`config.mk`:
```
export PLATFORM = sky130hd
export DESIGN_NAME = exc_commit_ctrl
export DESIGN_NICKNAME = d
export VERILOG_FILES = /design/src/rtl/exc_commit_ctrl.sv
export SDC_FILE = /design/constraint.sdc
export NUM_CORES = 1
export LEC_CHECK = 0
export CORE_UTILIZATION = 40
export DETAILED_ROUTE_END_ITERATION = 7
export HOLD_SLACK_MARGIN = 0.02
export PLACE_DENSITY_LB_ADDON = 0.08
export SYNTH_ARGS = -nofsm -noshare
export SYNTH_HDL_FRONTEND = slang
export SYNTH_SLANG_ARGS = --single-unit
```
`constraint.sdc`:
```
create_clock -name clk -period 3 [get_ports clk]
set_input_delay 0.3 -clock clk [delete_from_list [all_inputs] [get_ports clk]]
set_output_delay 0.3 -clock clk [all_outputs]
set_load 0.01 [all_outputs]
```
`src/rtl/exc_commit_ctrl.sv`:
```
// exc_commit_ctrl: commits an encoded exception/interrupt from the MEM stage.
// Drains an outstanding data-bus access and writes CP0 in one COMMIT cycle
// together with a pipeline flush. It then holds the redirect PC until IF
// accepts it. The encode_* values below must match the MEM-stage encoder.
module exc_commit_ctrl #(
  parameter logic [31:0] EXC_VECTOR = 32'hBFC0_0380,
  parameter int          CNT_W      = 32
) (
  input  logic             clk,
  input  logic             resetn,
  input  logic [31:0]      excepttype_i,
  input  logic [31:0]      pc_i,
  input  logic             in_delayslot_i,
  input  logic [31:0]      badvaddr_i,
  input  logic [31:0]      cp0_epc_i,
  input  logic             mem_busy_i,
  input  logic             if_ready_i,
  output logic             stall_o,
  output logic             flush_o,
  output logic [31:0]      new_pc_o,
  output logic             new_pc_valid_o,
  output logic             cp0_exc_we_o,
  output logic [4:0]       cp0_exc_code_o,
  output logic             cp0_bd_o,
  output logic [31:0]      cp0_epc_o,
  output logic             cp0_badv_we_o,
  output logic [31:0]      cp0_badv_o,
  output logic             cp0_exl_clr_o,
  output logic [CNT_W-1:0] exc_cnt_o
);

  localparam logic [31:0] ENC_INT0    = 32'h0000_0001;
  localparam logic [31:0] ENC_INT7    = 32'h0000_0008;
  localparam logic [31:0] ENC_ADEL_IF = 32'h0000_0010;
  localparam logic [31:0] ENC_ADEL_LD = 32'h0000_0011;
  localparam logic [31:0] ENC_ADES    = 32'h0000_0012;
  localparam logic [31:0] ENC_SYS     = 32'h0000_0013;
  localparam logic [31:0] ENC_BP      = 32'h0000_0014;
  localparam logic [31:0] ENC_RI      = 32'h0000_0015;
  localparam logic [31:0] ENC_OV      = 32'h0000_0016;
  localparam logic [31:0] ENC_TR      = 32'h0000_0017;
  localparam logic [31:0] ENC_ERET    = 32'h0000_0018;

  localparam logic [CNT_W-1:0] CNT_ONE = {{(CNT_W-1){1'b0}}, 1'b1};

  typedef enum logic [1:0] {IDLE, DRAIN, COMMIT, REDIRECT} state_t;

  // Encoded code to Cause.ExcCode; unknown nonzero codes report reserved instruction.
  function automatic logic [4:0] exc_code_map(input logic [31:0] code);
    logic [4:0] res;
    res = 5'd10;
    if (code == 32'd0) begin
      res = 5'd0;
    end else if (code >= ENC_INT0 && code <= ENC_INT7) begin
      res = 5'd0;
    end else begin
      case (code)
        ENC_ADEL_IF, ENC_ADEL_LD: res = 5'd4;
        ENC_ADES:                 res = 5'd5;
        ENC_SYS:                  res = 5'd8;
        ENC_BP:                   res = 5'd9;
        ENC_RI:                   res = 5'd10;
        ENC_OV:                   res = 5'd12;
        ENC_TR:                   res = 5'd13;
        default:                  res = 5'd10;
      endcase
    end
    return res;
  endfunction

  function automatic logic has_badv(input logic [31:0] code);
    return (code == ENC_ADEL_IF) || (code == ENC_ADEL_LD) || (code == ENC_ADES);
  endfunction

  state_t            state;
  logic [31:0]       code_q;
  logic [31:0]       pc_q;
  logic              ds_q;
  logic [31:0]       badv_q;
  logic [31:0]       new_pc_q;
  logic [CNT_W-1:0]  cnt_q;
  logic              flush_q;
  logic              exc_we_q;
  logic              exl_clr_q;
  logic              badv_we_q;
  logic              valid_q;
  logic [31:0]       commit_code;
  logic              enter_commit;

  // The code about to commit: live input when leaving IDLE, latched copy from DRAIN.
  assign commit_code  = (state == IDLE) ? excepttype_i : code_q;
  assign enter_commit = !mem_busy_i &&
                        ((state == IDLE && excepttype_i != 32'd0) || state == DRAIN);

  // Sequencer with registered one-cycle COMMIT strobes and held redirect request.
  always_ff @(posedge clk) begin
    if (!resetn) begin
      state     <= IDLE;
      code_q    <= 32'd0;
      pc_q      <= 32'd0;
      ds_q      <= 1'b0;
      badv_q    <= 32'd0;
      new_pc_q  <= EXC_VECTOR;
      cnt_q     <= '0;
      flush_q   <= 1'b0;
      exc_we_q  <= 1'b0;
      exl_clr_q <= 1'b0;
      badv_we_q <= 1'b0;
      valid_q   <= 1'b0;
    end else begin
      flush_q   <= enter_commit;
      exc_we_q  <= enter_commit && (commit_code != ENC_ERET);
      exl_clr_q <= enter_commit && (commit_code == ENC_ERET);
      badv_we_q <= enter_commit && has_badv(commit_code);
      case (state)
        IDLE: begin
          if (excepttype_i != 32'd0) begin
            code_q <= excepttype_i;
            pc_q   <= pc_i;
            ds_q   <= in_delayslot_i;
            badv_q <= badvaddr_i;
            state  <= mem_busy_i ? DRAIN : COMMIT;
          end
        end
        DRAIN: begin
          if (!mem_busy_i) state <= COMMIT;
        end
        COMMIT: begin
          new_pc_q <= (code_q == ENC_ERET) ? cp0_epc_i : EXC_VECTOR;
          cnt_q    <= cnt_q + CNT_ONE;
          valid_q  <= 1'b1;
          state    <= REDIRECT;
        end
        REDIRECT: begin
          if (if_ready_i) begin
            valid_q <= 1'b0;
            state   <= IDLE;
          end
        end
        default: state <= IDLE;
      endcase
    end
  end

  assign stall_o        = (state != IDLE) || (excepttype_i != 32'd0);
  assign flush_o        = flush_q;
  assign new_pc_o       = new_pc_q;
  assign new_pc_valid_o = valid_q;
  assign cp0_exc_we_o   = exc_we_q;
  assign cp0_exl_clr_o  = exl_clr_q;
  assign cp0_badv_we_o  = badv_we_q;
  assign cp0_exc_code_o = exc_code_map(code_q);
  assign cp0_bd_o       = ds_q;
  assign cp0_epc_o      = ds_q ? (pc_q - 32'd4) : pc_q;
  assign cp0_badv_o     = (code_q == ENC_ADEL_IF) ? pc_q : badv_q;
  assign exc_cnt_o      = cnt_q;

endmodule

```
==> flow_metrics.py <==
metrics = {
    "status": {
        "status": "finished, final reports clean",
    },
    "power": {
        "leakagePower_nw": 4.68,
        "internal_power_w": 0.00526,
        "power.net_switching_w": 0.00263,
        "combPwrFrac_pct": 33.6,
        "pwr_density_cell_nw_per_um2": 683,
        "clkPwrFrac_pct": 29.9,
        "power_frac_seq_pct": 36.5,
        "power_w": 0.00789,
        "irDropWorstVdd_mv": 0.561,
        "switching_share_pct": 33.4,
    },
    "drt": {
        "firstDrtPassIters": 4,
        "drc": 0,
        "num_vias": 7229,
        "drtIter0Drc": 345,
        "ant_nets": 0,
        "finalWirelength_um": 22200,
        "routedWlPerCell_um": 15.5,
        "vias_per_cell": 5.06,
    },
    "setup_path": {
        "critPathRequiredTime_ns": 2.70,
        "crit_fanout": 5,
        "cp-start-kind": "flop",
        "crit_arrival_ns": 2.67,
        "endpoint_kind": "output pin",
        "critPathKind": "flop to output pin",
    },
    "clock_tree": {
        "cts_max_level": 4,
        "cts_root_buffer": "clkbuf_16",
        "ctsHoldBuffers": 0,
        "cts_buffers": 17,
        "insertion_delay_ns": 0.42,
        "clk_pin_slew_worst_paths_ns": 0.07,
        "cts_tree": "built",
        "clkSinkCount": 172,
        "clk_path_buf_depth": 2,
    },
    "placement": {
        "dp_hpwl_um": 15300,
        "placed_area_um2": 10700,
        "place_ws_ns": -0.151,
        "numPortBuffers": 271,
        "gp_congestion": 0.809,
    },
    "timing": {
        "tightest_slew_ns": 0.720,
        "slew_headroom_pct": 52.0,
        "setup_violations": 0,
        "fin_ws_ns": 0.0277,
        "post-route-period-util_pct": 99.1,
        "hold_viol": 0,
        "finalMaxSlewViolations": 0,
        "min_period_ns": 2.97,
        "fin_skew_ns": 0.00858,
        "timing.fmax_mhz": 336,
        "rsz0062_at_grt": "yes",
    },
    "finish": {
        "drive_above_1_share_pct": 13.3,
        "final_common_cell": "clkdlybuf4s50_1",
        "postLayoutCellArea_um2": 11500,
        "final_nets": 1330,
        "most-common-layout-cells": "224 x clkdlybuf4s50_1, 221 x nand2_1, 171 x dfxtp_1",
        "area_growth_pct": 52.5,
        "antenna_cells": 0,
    },
    "logic_synthesis": {
        "ys_seq_area_share_pct": 45.5,
        "ys_warn_count": 0,
        "synth_edf_count": 0,
        "async_reset_ff_share_pct": 0,
        "synth_area_um2": 7570,
        "synth_seq_cells": 172,
        "synth_cell_type_count": 53,
        "synth_ff_type": "dfxtp_1",
        "netlist_instances": 894,
        "syn_nets": 1038,
        "avgSynthCellArea_um2": 8.47,
    },
    "floorplanning": {
        "fp.dieW_um": 140,
        "num_rows": 49,
        "die_h_um": 140,
        "start_util_pct": 41.4,
        "dieArea_um2": 19500,
        "core-area_um2": 18300,
        "top_level_ports": 273,
    },
    "global_routing": {
        "track_usage_pct": 22.7,
        "antenna_found_initial": 0,
        "grt_overflow_total": 0,
        "grt_pass1_vias": 6783,
        "grt_pass1_wl_um": 35400,
        "grt_max_degree": 100,
    },
    "run": {
        "drv_cap": 0,
    },
    "worst_hold_path": {
        "min_path_type": "input pin to flop",
    },
}
[power by group through the flow]
stage	logic (W)	registers (W)	clock network, W
floorplan	0.00147	0.00287	0
global placement	0.00265	0.00289	0
detailed placement	0.00267	0.00290	0
CTS	0.00262	0.00286	0.00242
global route	0.00289	0.00292	0.00253
finish	0.00265	0.00288	0.00236
[worst max-delay path: stages, from the launching register on]
cell,delay [ns]
dfxtp_2,0.32
or3_4,0.38
or3_4,0.37
or4_4,0.49
buf_6,0.15
buf_4,0.13
nor2_4,0.08
xor2_1,0.17
buf_2,0.17
[cells in the mapped netlist, types with 2 or more instances]
master    number  area [um^2]
and4_1         7         61.3
nand2b_1       5         31.3
xor2_1        26          228
nor4_4         2         42.5
dfxtp_1      172         3440
or3_1          9         56.3
or4_1          2         15.0
ha_1          11          138
mux2i_1        7         70.1
clkbuf_1      46          173
buf_4          3         22.5
inv_1         16         60.1
a21oi_1      107          536
and3_1         3         18.8
nor2b_1        2         12.5
nor3_2         2         20.0
nand3_1       13         65.1
o22a_1        12          105
o21bai_1       2         15.0
nand4_1       10         62.6
and2_1         6         37.5
mux2_2        33          372
nor4_1        23          144
buf_2          6         30.0
nor4b_1        3         26.3
nor3b_1        2         15.0
nand2_1      221          830
or4_4          2         22.5
a22o_1        21          184
nor2_1        50          188
nor3_1        15         75.1
or3_4          3         33.8
o21ai_0        4         20.0
xnor2_1       28          245
a311oi_1       2         17.5
[state kept, by name, indices dropped and copies added, names as in the netlist, named ones only]
name / count
badv_q: 32
code_q: 32
cp0_badv_we_o: 1
cp0_bd_o: 1
cp0_exc_we_o: 1
cp0_exl_clr_o: 1
exc_cnt_o: 32
flush_o: 1
new_pc_o: 32
new_pc_valid_o: 1
pc_q: 32
state: 2
[repair_timing]
| action | CTS | global route |
|---|---|---|
| gates resized for setup | 74 | 21 |
| pin swaps | 10 | 8 |
| buffers inserted | 10 | 6 |
| endpoints found under the setup margin | 47 | 40 |
| cloned | 1 | 0 |
[per-layer routing]
metal	track usage [%]	routed length, um
met5	0	0
met4	8.10	427
met3	5.54	1250
met2	37.6	10600
met1	28.8	9910
[metrics by stage]
stage,hold slack (ns),util (%),TNS (ns),std cells
floorplan,0.419,-,0,894
global placement,0.440,58.5,-0.209,1379
detailed placement,0.444,58.5,-0.294,1379
CTS,0.405,62.6,-0.0228,1422
global route,0.413,63.2,-0.604,1428
finish,0.417,63.2,0,1428
[logic make-up (layout without fill, tap and decap cells)]
kind of cell / count (synthesis) / after routing / synth area share, %
fa+ha+maj: 11 / 11 / 1.82
buf+inv: 73 / 378 / 3.98
other cells: 1 / 1 / 0.0495
simple gates: 386 / 386 / 24.0
compound gates: 157 / 157 / 12.6
mux: 40 / 40 / 5.84
flops: 172 / 172 / 45.5
xor+xnor: 54 / 54 / 6.25
[final cells by class]
class	instances	area, um^2
tap	229	287
clock buffer	19	443
multi-input combinational	649	3950
inverter	16	62.6
sequential	172	3440
fill	1618	6730
timing repair buffer	330	3160
clock inverter	13	189
[final timing paths]
kind         cells past startpoint       start  slack [ns]       endpoint
max                              8    pc_q[10]        0.03  cp0_epc_o[30]
min reg2reg                      2  badv_q[30]        0.45     badv_q[30]
max reg2reg                      7    state[0]        0.58  exc_cnt_o[28]
min                              3    pc_i[26]        0.42       pc_q[26]
Note: power is estimated with default switching activity, not from simulation.
